## src/rtl/regfile_scan_port_pkg.sv

```systemverilog
// Purpose : shared FSM encoding and sizing helper for the register-file scan bridge.
// Latency : n/a (types and constants only).
// Backpr. : n/a.
package regfile_scan_port_pkg;

   typedef enum logic [1:0] {
      ST_IDLE = 2'd0,
      ST_SCAN = 2'd1,
      ST_DONE = 2'd2
   } state_t;

   // Scan cycles needed to move one register through the NSHIFT-wide port.
   function automatic int byte_cycles(input int reg_bits, input int nshift);
      return reg_bits / nshift;
   endfunction

endpackage

```

## src/rtl/regfile_scan_port.sv

```systemverilog
// Purpose : parallel read/write (narrow or register-pair) bridge onto the bit-serial regfile scan port.
// Latency : accept -> rsp_valid = REG_BITS/NSHIFT+1 cycles narrow, 2*REG_BITS/NSHIFT+1 wide.
// Backpr. : one request in flight; req_ready is low in SCAN and DONE, next accept the cycle after DONE.
//
// Ports:
//   clk, reset_n                       clock, async active-low reset
//   req_valid/req_ready                request handshake
//   req_write, req_wide, req_index, req_wdata   request fields (wide = index, then index^1)
//   rsp_valid, rsp_rdata               completion pulse and result (held until next accept)
//   reg_index, do_scan, scan_in, bit_index      drive the regfile scan port
//   scan_out                           data returned by the regfile scan port
//
// Build option: define REGFILE_SCAN_PORT_XCHG_EN to make writes return the previous
// register contents (atomic exchange); otherwise writes return zero.
module regfile_scan_port
   import regfile_scan_port_pkg::*;
#(
   parameter int LOG2_NR  = 4,
   parameter int REG_BITS = 8,
   parameter int NSHIFT   = 2
) (
   input  logic                                  clk,
   input  logic                                  reset_n,
   input  logic                                  req_valid,
   output logic                                  req_ready,
   input  logic                                  req_write,
   input  logic                                  req_wide,
   input  logic [LOG2_NR-1:0]                    req_index,
   input  logic [2*REG_BITS-1:0]                 req_wdata,
   output logic                                  rsp_valid,
   output logic [2*REG_BITS-1:0]                 rsp_rdata,
   output logic [LOG2_NR-1:0]                    reg_index,
   output logic                                  do_scan,
   output logic [NSHIFT-1:0]                     scan_in,
   input  logic [NSHIFT-1:0]                     scan_out,
   output logic [$clog2(2*REG_BITS/NSHIFT)-1:0]  bit_index
);

   localparam int W           = 2 * REG_BITS;
   localparam int BYTE_CYCLES = byte_cycles(REG_BITS, NSHIFT);
   localparam int CW          = $clog2(2 * BYTE_CYCLES);

   localparam logic [CW-1:0] HALF   = CW'(BYTE_CYCLES);
   localparam logic [CW-1:0] LAST_N = CW'(BYTE_CYCLES - 1);
   localparam logic [CW-1:0] LAST_W = CW'(2 * BYTE_CYCLES - 1);

   state_t               state_q, state_d;
   logic [CW-1:0]        cnt_q;
   logic                 wr_q;
   logic                 wide_q;
   logic [LOG2_NR-1:0]   idx_q;
   logic [W-1:0]         shift_q;
   logic [W-1:0]         rdata_q;
   logic [W-1:0]         result;
   logic                 accept;
   logic                 last;

   assign accept = req_valid && (state_q == ST_IDLE);
   assign last   = (cnt_q == (wide_q ? LAST_W : LAST_N));

   // ---------------- state register ----------------
   always_ff @(posedge clk or negedge reset_n) begin
      if (!reset_n) state_q <= ST_IDLE;
      else          state_q <= state_d;
   end

   // ---------------- next-state logic ----------------
   always_comb begin
      state_d = state_q;
      case (state_q)
         ST_IDLE: if (req_valid) state_d = ST_SCAN;
         ST_SCAN: if (last)      state_d = ST_DONE;
         ST_DONE:                state_d = ST_IDLE;
         default:                state_d = ST_IDLE;
      endcase
   end

   // ---------------- output logic ----------------
   always_comb begin
      req_ready = 1'b0;
      do_scan   = 1'b0;
      rsp_valid = 1'b0;
      bit_index = '0;
      reg_index = '0;
      scan_in   = '0;
      rsp_rdata = rdata_q;
      case (state_q)
         ST_IDLE: req_ready = 1'b1;
         ST_SCAN: begin
            do_scan   = 1'b1;
            bit_index = cnt_q;
            // Second half of a pair access targets the partner register.
            reg_index = (cnt_q < HALF) ? idx_q : (idx_q ^ LOG2_NR'(1));
            // Reads feed the register back to itself so it survives the scan.
            scan_in   = wr_q ? shift_q[NSHIFT-1:0] : scan_out;
         end
         ST_DONE: begin
            rsp_valid = 1'b1;
            rsp_rdata = result;
         end
         default: ;
      endcase
   end

   // ---------------- result selection ----------------
`ifdef REGFILE_SCAN_PORT_XCHG_EN
   // Old contents are collected separately so the outgoing write data never mixes in.
   logic [W-1:0] cap_q;
   logic [W-1:0] src;

   always_ff @(posedge clk or negedge reset_n) begin
      if (!reset_n)                cap_q <= '0;
      else if (accept)             cap_q <= '0;
      else if (state_q == ST_SCAN) cap_q <= {scan_out, cap_q[W-1:NSHIFT]};
   end

   assign src    = wr_q ? cap_q : shift_q;
   assign result = wide_q ? src : {{REG_BITS{1'b0}}, src[W-1:REG_BITS]};
`else
   assign result = wr_q   ? '0 :
                   wide_q ? shift_q : {{REG_BITS{1'b0}}, shift_q[W-1:REG_BITS]};
`endif

   // ---------------- datapath ----------------
   always_ff @(posedge clk or negedge reset_n) begin
      if (!reset_n) begin
         cnt_q   <= '0;
         wr_q    <= 1'b0;
         wide_q  <= 1'b0;
         idx_q   <= '0;
         shift_q <= '0;
         rdata_q <= '0;
      end else if (accept) begin
         cnt_q   <= '0;
         wr_q    <= req_write;
         wide_q  <= req_wide;
         idx_q   <= req_index;
         shift_q <= !req_write ? '0 :
                    req_wide   ? req_wdata : {{REG_BITS{1'b0}}, req_wdata[REG_BITS-1:0]};
         rdata_q <= '0;
      end else if (state_q == ST_SCAN) begin
         // LSB-first capture: after a full pass the operand sits at the top.
         shift_q <= {scan_out, shift_q[W-1:NSHIFT]};
         if (!last) cnt_q <= cnt_q + CW'(1);
      end else if (state_q == ST_DONE) begin
         rdata_q <= result;
      end
   end

endmodule
```

## config.mk

```make
export PLATFORM = sky130hd
export DESIGN_NAME = regfile_scan_port
export DESIGN_NICKNAME = d
export VERILOG_FILES = /design/src/rtl/regfile_scan_port_pkg.sv /design/src/rtl/regfile_scan_port.sv
export SDC_FILE = /design/constraint.sdc
export NUM_CORES = 1
export LEC_CHECK = 0
export CORE_ASPECT_RATIO = 1.2
export CORE_MARGIN = 4
export CORE_UTILIZATION = 40
export CTS_CLUSTER_DIAMETER = 200
export CTS_CLUSTER_SIZE = 12
export DETAILED_ROUTE_END_ITERATION = 8
export GPL_ROUTABILITY_DRIVEN = 0
export PLACE_DENSITY = 0.67
export SLEW_MARGIN = 10
export SYNTH_ARGS = -nofsm -noshare
export SYNTH_HDL_FRONTEND = slang
export SYNTH_SLANG_ARGS = --single-unit
```

## constraint.sdc

```tcl
create_clock -name clk -period 2 [get_ports clk]
set_clock_uncertainty 0.05 [all_clocks]
set_input_delay 0.2 -clock clk [delete_from_list [all_inputs] [get_ports clk]]
set_output_delay 0.2 -clock clk [all_outputs]
set_load 0.1 [all_outputs]
```

==> results.json, run 1 <==
{
  "hold_start": "req_index[3]",
  "clock.fmax_ghz": 0.5182,
  "fp-row-count": 29,
  "die_x_um": 76.84,
  "port_buffers": 54,
  "p_seq_frac": 0.260,
  "yosysWarnings": 0,
  "dp_hpwl_um": 4024,
  "syn_nets": 277,
  "reg2reg_depth": 3,
  "post-route-period-util": 0.9649,
  "die_y_um": 90.61,
  "clk_path_buf_depth": 2,
  "ys_seq_area_frac": 0.4730,
  "routedWlPerCell_um": 14.74,
  "mappedNetlistArea_um2": 2275,
  "vdd_ir_drop_max_mv": 0.7681,
  "cts_setup_buffers": 0,
  "syn-mean-instance-area_um2": 9.135,
  "initial_core_util": 0.4207,
  "worstMarginPinSlew_ns": 1.149,
  "worstSkewPairLatency_ns": 0.29,
  "route.detailed.drc": 0,
  "die_area_um2": 6962,
  "p_leak_nw": 1.674,
  "clock-root-buffer": "clkbuf_8",
  "setup_violations": 0,
  "fin_ws_ns": 0.07019,
  "pin_count": 55,
  "grt_pass1_wl_um": 9094,
  "synth_top_family_by_area": "simple AND/OR/NAND/NOR gates",
  "intPower_mw": 2.733,
  "place_ws_ns": 0.01381,
  "viasPerCell": 4.992,
  "clkSinkCount": 43,
  "p_sw_frac": 0.4961,
  "overflow": 0,
  "coreArea_um2": 5406,
  "pwr-share-comb": 0.629,
  "postPlaceCellArea_um2": 3168,
  "synthAdderAreaFrac": 0.005501,
  "ant_nets": 0,
  "slew_headroom": 0.2327,
  "drive_gt1_frac": 0.2361,
  "synth-seq-cells": 43,
  "hold_ws_ns": 0.3834,
  "grtUsageTotal": 0.1641,
  "min_path_type": "in2reg",
  "yosys.area_share.xor_xnor": 0.007701,
  "cp.required_ns": 1.75,
  "grt_setup_unrepaired": "yes",
  "hold_viol_final": 0,
  "synth_cell_types": 26,
  "worstReg2RegStart": "state_q[1]",
  "arrival_ns": 1.68,
  "antenna_found_initial": 0,
  "finalCriticalPeriod_ns": 1.930,
  "firstDrtPassIters": 4,
  "p_per_area_nw_per_um2": 1640,
  "ctsHtreeMaxLevel": 2,
  "critical_path_class": "reg2out",
  "status": "finished clean",
  "power_switching_mw": 2.690,
  "clk_pin_slew_ns": 0.07,
  "crit_fanout": 8,
  "maxSlewViolCount": 0,
  "hold-path-cell-count": 3,
  "pwr-share-clk": 0.110,
  "vias": 1832,
  "crit_path_start_kind": "flop",
  "routed_wl_um": 5409,
  "grt_pass1_vias": 1854,
  "yosys.area_share.simple": 0.2398,
  "numCtsBuffers": 5,
  "end_kind": "primary output",
  "antenna_cells": 0,
  "synthMuxAreaShare": 0.1276,
  "cts_tree": "done",
  "finalNetCount": 332,
  "design_area_um2": 3307,
  "final_common_cell": "nand2_1",
  "layout_common_cells": "nand2_1, dfrtp_1, buf_12",
  "drtIter0Drc": 72,
  "syn_inst": 249,
  "cap_violations": 0,
  "synth-compound-area-share": 0.09846,
  "syn2layout_area_growth_pct": 45.38,
  "crit_start": "wr_q",
  "grt_max_degree": 44
}
==> synthesized netlist by cell type <==
cell       n  area [um^2]
nand3b_1   1        7.510
nand2b_1   2        12.51
buf_8      1        15.01
o21ai_2    1        8.760
dfrtp_1   43         1076
inv_1      4        15.01
o21ai_1   12        60.06
and3_1     8        50.05
buf_4      1        7.510
a21o_1    16        120.1
nor3b_4    1        18.77
mux2i_1   29        290.3
nand2_1   77        289.0
o21bai_1   2        15.01
nor4bb_1   1        10.01
clkbuf_1   5        18.77
ha_1       1        12.51
buf_6      2        22.52
buf_2      6        30.03
and2_1    14        87.58
nor2_1    14        52.55
or3b_2     1        8.760
o21ai_0    4        20.02
or3b_1     1        8.760
xnor2_1    1        8.760
xor2_1     1        8.760
==> state kept, by name, indices dropped and copies added, names as in the netlist <==
register,count
wr_q,1
cnt_q,3
idx_q,4
shift_q,16
state_q,2
rdata_q,16
wide_q,1
==> routing by layer <==
layer  vias up  global-route usage  part of all wire
li1        918                   -                 -
met1       861              0.2188              0.45
met2        45              0.2653              0.49
met3         8             0.02794             0.038
met4         0             0.06193             0.019
met5         -                   0                 0
==> power groups by stage <==
| stage | Combinational (mW) | Sequential (mW) | Clock [mW] |
|---|---|---|---|
| after floorplan | 2.35 | 1.31 | 0 |
| after global placement | 3.35 | 1.40 | 0 |
| after detailed placement | 3.40 | 1.42 | 0 |
| after CTS | 3.42 | 1.40 | 0.610 |
| after global routing | 3.60 | 1.45 | 0.645 |
| final | 3.41 | 1.41 | 0.598 |
==> area by class of cell <==
class / instances / area (um^2)
Multi-Input combinational cell: 187 / 1137
Inverter: 4 / 15.01
Fill cell: 443 / 2100
Timing Repair Buffer: 63 / 898.4
Sequential cell: 43 / 1079
Clock buffer: 8 / 100.1
Tap cell: 62 / 77.57
==> what timing repair did <==
item,4_1_cts,5_1_grt
endpoints found under the hold margin,43,0
endpoints found under the setup margin,7,16
hold buffers,1,0
gates resized for setup,2,8
pin swaps,0,1
==> logic make-up after synthesis <==
logic type,Yosys count
buffers and inverters,19
AO/OA/AOI/OAI,35
flip-flops,43
XOR/XNOR,2
AND/OR/NAND/NOR,120
multiplexers,29
adder cells (fa/ha/maj),1
==> critical path, cell delays in order, from the launching register on <==
cell and delay, ns:
dfrtp_2 0.45, or3b_4 0.45, nor2_1 0.18, a21o_2 0.14
buf_12 0.17
==> worst paths after layout <==
check / to / slack (ns)
worst max-delay path: rsp_rdata[0] / 0.07
max in group asynchronous: state_q[1] / 1.05
worst min register to register: idx_q[2] / 0.42
worst max register to register: rdata_q[14] / 0.28
min in group asynchronous: idx_q[1] / 0.45
worst min-delay path: idx_q[3] / 0.38
==> stage by stage <==
step | TNS (ns) | util | total power, mW | std cells
2_1_floorplan | -1.988 | - | 3.662 | 249
3_3_place_gp | 0 | 0.5860 | 4.754 | 358
3_5_place_dp | 0 | 0.5860 | 4.816 | 358
4_1_cts | 0 | 0.6073 | 5.426 | 367
5_1_grt | -0.05410 | 0.6117 | 5.696 | 367
6_report | 0 | 0.6117 | 5.424 | 367
Power figures use the tool's default switching activity.
==> inputs of run 2 (changes only) <==
- clock period: 2 -> 1.9 ns (I/O delays scaled with it)
==> run 2 against run 1 <==
The flow now finishes with violations (negative setup slack). Critical path depth is the same. Sequential power rose by 4%. Core utilization is 2.3 points higher. Power increased by 6.7%. Non-clock buffer count grew 7.
==> results.json, run 2 (synthesized netlist as in run 1, its figures left out) <==
{
  "status": "complete, but fails checks",
  "failed_checks": "negative setup slack",
  "antenna_cells": 0,
  "dp_hpwl_um": 4041,
  "port_buffers": 54,
  "worstPathCellList": "or3b_4 -> nor2_4 -> a21o_2 -> buf_12",
  "cp_slowest_cell": "or3b_4",
  "worstMarginPinSlew_ns": 0.4799,
  "drive_gt1_frac": 0.2853,
  "finalNetCount": 339,
  "layout_common_cells": "nand2_1, dfrtp_1, buf_12",
  "grt_setup_unrepaired": "yes",
  "clock.fmax_ghz": 0.5125,
  "firstDrtPassIters": 4,
  "fin_ws_ns": -0.05115,
  "maxSlewViolCount": 0,
  "grt_max_degree": 44,
  "clk_pin_slew_ns": 0.08,
  "p_leak_nw": 1.707,
  "clock-root-buffer": "clkbuf_8",
  "grt_pass1_vias": 1868,
  "antenna_found_initial": 0,
  "grt_pass1_wl_um": 9315,
  "worstReg2RegStart": "state_q[0]",
  "vdd_ir_drop_max_mv": 0.9891,
  "crit_start": "state_q[0]",
  "cts_tree": "done",
  "fillers": 429,
  "vias": 1891,
  "route.detailed.drc": 0,
  "ff2ff_setup_slack_ns": 0.32,
  "crit_fanout": 8,
  "design_area_um2": 3430,
  "routedWlPerCell_um": 15.09,
  "cap_violations": 0,
  "overflow": 0,
  "grtUsageTotal": 0.1673,
  "syn2layout_area_growth_pct": 50.77,
  "multi_input_area_um2": 1209,
  "pin_count": 55,
  "seqCellArea_um2": 1076,
  "hold_viol_final": 0,
  "arrival_ns": 1.71,
  "clkSinkCount": 43,
  "crit_path_start_kind": "flop",
  "initial_core_util": 0.4207,
  "cp.required_ns": 1.66,
  "worstSkewPairLatency_ns": 0.30,
  "final_common_cell": "nand2_1",
  "die_area_um2": 6962,
  "fp-row-count": 29,
  "end_kind": "primary output",
  "largest_registers": "rdata_q (16), shift_q (16), idx_q (4)",
  "drtIter0Drc": 75,
  "p_per_area_nw_per_um2": 1687,
  "final.setup.tns_ns": -0.2931,
  "routed_wl_um": 5645,
  "ctsHtreeMaxLevel": 2,
  "die_y_um": 90.61,
  "setup_violations": 8,
  "viasPerCell": 5.056,
  "finalCriticalPeriod_ns": 1.951,
  "post-route-period-util": 1.027,
  "die_x_um": 76.84,
  "numCtsBuffers": 5,
  "critical_path_class": "reg2out",
  "coreArea_um2": 5406,
  "min_path_type": "in2async",
  "postPlaceCellArea_um2": 3208,
  "slew_headroom": 0.6790,
  "clk_path_buf_depth": 2,
  "ant_nets": 0,
  "critPathMaxStageDelay_ns": 0.54
}
-- run 2: power breakdown --
group / internal, mW / switching (mW)
Sequential: 1.21 / 0.252
Clock: 0.257 / 0.315
Combinational: 1.40 / 2.35
-- run 2: layer usage --
| layer | GRT usage | share of wire |
|---|---|---|
| met5 | 0 | 0 |
| met4 | 0.05438 | 0.015 |
| met3 | 0.02994 | 0.048 |
| met2 | 0.2624 | 0.48 |
| met1 | 0.2330 | 0.46 |
-- run 2: through the flow --
step / worst slack (ns) / hold WS (ns) / util / power, mW / instances
6_report: -0.05115 / 0.3330 / 0.6343 / 5.787 / 374
5_1_grt: -0.1103 / 0.3614 / 0.6343 / 6.077 / 374
4_1_cts: -0.04787 / 0.3413 / 0.6179 / 5.734 / 370
2_1_floorplan: -0.2919 / -0.1556 / - / 3.862 / 249
3_5_place_dp: 0.1498 / 0.1360 / 0.5934 / 5.086 / 359
3_3_place_gp: 0.2091 / 0.1350 / 0.5934 / 5.032 / 359
-- run 2: path summary, 6_finish.rpt --
check                          endpoint  cells past startpoint
min in group clk               idx_q[1]                      3
max reg2reg                 shift_q[14]                      5
max in group asynchronous    rdata_q[8]                      3
min                            idx_q[2]                      3
min reg2reg                    idx_q[3]                      2
max                        rsp_rdata[1]                      4
-- run 2: layout make-up --
cell class | count | share of cell area
well taps | 62 | 0.02262
flip-flops and latches | 43 | 0.3138
repair buffers | 70 | 0.2820
inverters | 4 | 0.004378
clock buffers | 6 | 0.02116
multi-input cells | 187 | 0.3524
clock inverters | 2 | 0.003648
-- run 2: what timing repair did --
item,CTS,global route
pin swaps,0,9
endpoints found under the hold margin,43,0
endpoints found under the setup margin,22,22
hold buffers,1,0
setup buffers,2,4
gates resized for setup,8,14
-- run 2: critical path: cells and delay by family, from the launching register on --
family / cells / cell delay [ns]
and+or+nand+nor: 2 / 0.68
buffers and inverters: 1 / 0.17
AOI/OAI and AO/OA: 1 / 0.13
DFF: 1 / 0.43
==> patch: new RTL, settings of run 1 <==
Change the parameter `NSHIFT` from 2 to 1. Comments in the files are not updated.
--- a/src/rtl/regfile_scan_port.sv
+++ b/src/rtl/regfile_scan_port.sv
@@ -18,5 +18,5 @@
    parameter int LOG2_NR  = 4,
    parameter int REG_BITS = 8,
-   parameter int NSHIFT   = 2
+   parameter int NSHIFT   = 1
 ) (
    input  logic                                  clk,
Interface: changed (resized bit_index, scan_in and scan_out); port bits go from 55 to 54. The function was not compared with the original's and may differ.
==> patch against run 1 <==
- the flow now finishes with violations (negative setup slack)
- utilization grew 4.1 points
- die area grew 0.90%
- non-clock buffer count grew 9
- setup slack lost 97 ps
- sequential cell count grew 1
- synthesized area grew 0.99%
- register-to-register slack lost 40 ps
- routed wire length grew 7.6%
- total power grew 0.92%
- final area grew 7.4%
- hold slack lost 34 ps
- critical path type unchanged
- largest cell class unchanged
==> patch: results (changes against run 1) <==
| Metric | Value |
|---|---|
| Status | `complete, but fails checks (was completed)` |
| Worst Hold Class | `in -> async (was in -> reg)` |
| Synth area leaders | `dfrtp_1 (48%), mux2i_1 (11%), a22o_1 (6.1%) (was dfrtp_1 (47%), mux2i_1 (13%), nand2_1 (13%))` |
| Seq/Total Area, Yosys | `47.9% (was 47.3%)` |
| Final Setup Violations | `3 (was 0)` |
| Fillers | `414 (was 443)` |
| Hpwl dp | `4050 um (was 4020 um)` |
| Synth Area in Adders | `0.545% (was 0.550%)` |
| Layout cell share with drive strength beyond 1 | `30.1% (was 23.6%)` |
| XOR/XNOR Fraction of Synth Area | `0.763% (was 0.770%)` |
| CP Max Fanout | `5 (was 8)` |
| Post-Syn Instances | `218 (was 249)` |
| Crit. End Element | `output port (unchanged)` |
| Non-Filler Instances | `348 (was 367)` |
| CTS clock-pin slew for the worst setup and hold paths | `90 ps (was 70 ps)` |
| Slack of the critical path | `-27.2 ps (was 70.2 ps)` |
| Most frequent cells after synthesis | `dfrtp_1 (44), mux2i_1 (26), nand2_1 (18), o21ai_0 (18) (was nand2_1 (77), dfrtp_1 (43), mux2i_1 (29), a21o_1 (16))` |
| Max-slew headroom | `66.0% (was 23.3%)` |
| Placed Cells | `330 (was 358)` |
| Failing checks | `negative setup slack` |
| Largest net degree at the start of global routing | `33 (was 44)` |
| Nets | `312 (was 332)` |
| Largest regs | `rdata_q (16), shift_q (16) (was rdata_q (16), shift_q (16), idx_q (4))` |
| Post-synthesis compound-gate area fraction | `17.4% (was 9.85%)` |
| WL final | `5820 um (was 5410 um)` |
| CTS Buf Count | `5 (unchanged)` |
| Avg Vias per Cell | `5.31 (was 4.99)` |
| Max VDD drop | `0.955 mV (was 0.768 mV)` |
| Number of global-route vias before repair | `1,853 (was 1,854)` |
| Pre-CTS WS | `139 ps (was 13.8 ps)` |
| Gr usage total | `16.7% (was 16.4%)` |
| Leak pwr | `0.00172 uW (was 0.00167 uW)` |
| Synth cell types | `31 (was 26)` |
| Largest stage delay on the critical path | `490 ps (was 450 ps)` |
| Number of antenna violations at the first check in global routing | `0 (unchanged)` |
| CTS H-tree lvls | `2 (unchanged)` |
| Worst path slowest cell | `or3b_4 (was dfrtp_2)` |
| Syn_nets | `245 (was 277)` |
| Global-route wire length before repair | `9360 um (was 9090 um)` |
| Clock root buffer | `clkbuf_8 (unchanged)` |
| Yosys top cell area share | `47.9% (was 47.3%)` |
| Multiplexer share of the synthesized area | `14.3% (was 12.8%)` |
| WP data arrival | `1780 ps (was 1680 ps)` |
| DRT iter0 DRCs | `79 (was 72)` |
| Buffers on Ports | `53 (was 54)` |
patch: worst paths after layout:
check,end,start,slack [ps],cells after the start
max reg2reg,rdata_q[10],wr_q,240,6
min reg2reg,rdata_q[0],rdata_q[0],430,1
max,rsp_rdata[12],wr_q,-30,4
max in group asynchronous,shift_q[3],reset_n,1040,3
min in group clk,rdata_q[0],rdata_q[0],430,1
min,rdata_q[1],reset_n,350,2
patch: stage by stage:
stage / area (sq um) / power [uW] / setup TNS [ps]
final: 3550 / 5470 / -65.4
after global routing: 3550 / 5730 / -557
after CTS: 3450 / 5430 / -44.3
after detailed placement: 3230 / 4480 / 0
after global placement: 3230 / 4430 / 0
after floorplan: 2320 / 3360 / -566
patch: cells by family after synthesis:
family | after synthesis
AOI/OAI and AO/OA | 57
adders and majority gates | 1
xor gates and xnor gates | 2
DFF | 44
and+or+nand+nor | 64
buffers and inverters | 18
muxes | 32
patch: worst reg2reg max path, cell delays in order (launching register included):
cell and delay, ps:
dfrtp_1 430, or3b_4 490, nor2_4 240, buf_4 160
buf_4 90, buf_4 110, a22o_1 140
patch: routing by layer:
metal	global-route usage, %	vias up	part of all wire (%)
met5	0	-	0
met2	28.4	44	52
met1	21.1	889	43
met4	5.49	0	1.1
li1	-	908	-
met3	3.47	7	4.1
patch: what timing repair did:
item | 4_1_cts | 5_1_grt
pin swaps | 2 | 3
gates resized for setup | 1 | 14
endpoints found under the hold margin | 20 | 0
buffers inserted | 5 | 2
gates cloned | 1 | 1
endpoints found under the setup margin | 16 | 21
hold buffers | 1 | 0
patch: where the power goes:
group | internal, uW | switching (uW) | total (uW) | leakage, uW
combinational | 1220 | 1890 | 3110 | 0.00106
clock | 625 | 316 | 941 | 0.0000784
sequential | 1140 | 282 | 1430 | 0.000575
total | 2980 | 2490 | 5470 | 0.00172
patch: cell type report:
| cell class | instances | area (sq um) | area share (%) |
|---|---|---|---|
| sequential | 44 | 1100 | 31.0 |
| clock buffer | 5 | 68.8 | 1.94 |
| multi-input combinational | 158 | 1220 | 34.3 |
| inverter | 4 | 18.8 | 0.529 |
| tap | 62 | 77.6 | 2.18 |
| clock inverter | 3 | 90.1 | 2.54 |
| timing repair buffer | 72 | 976 | 27.5 |
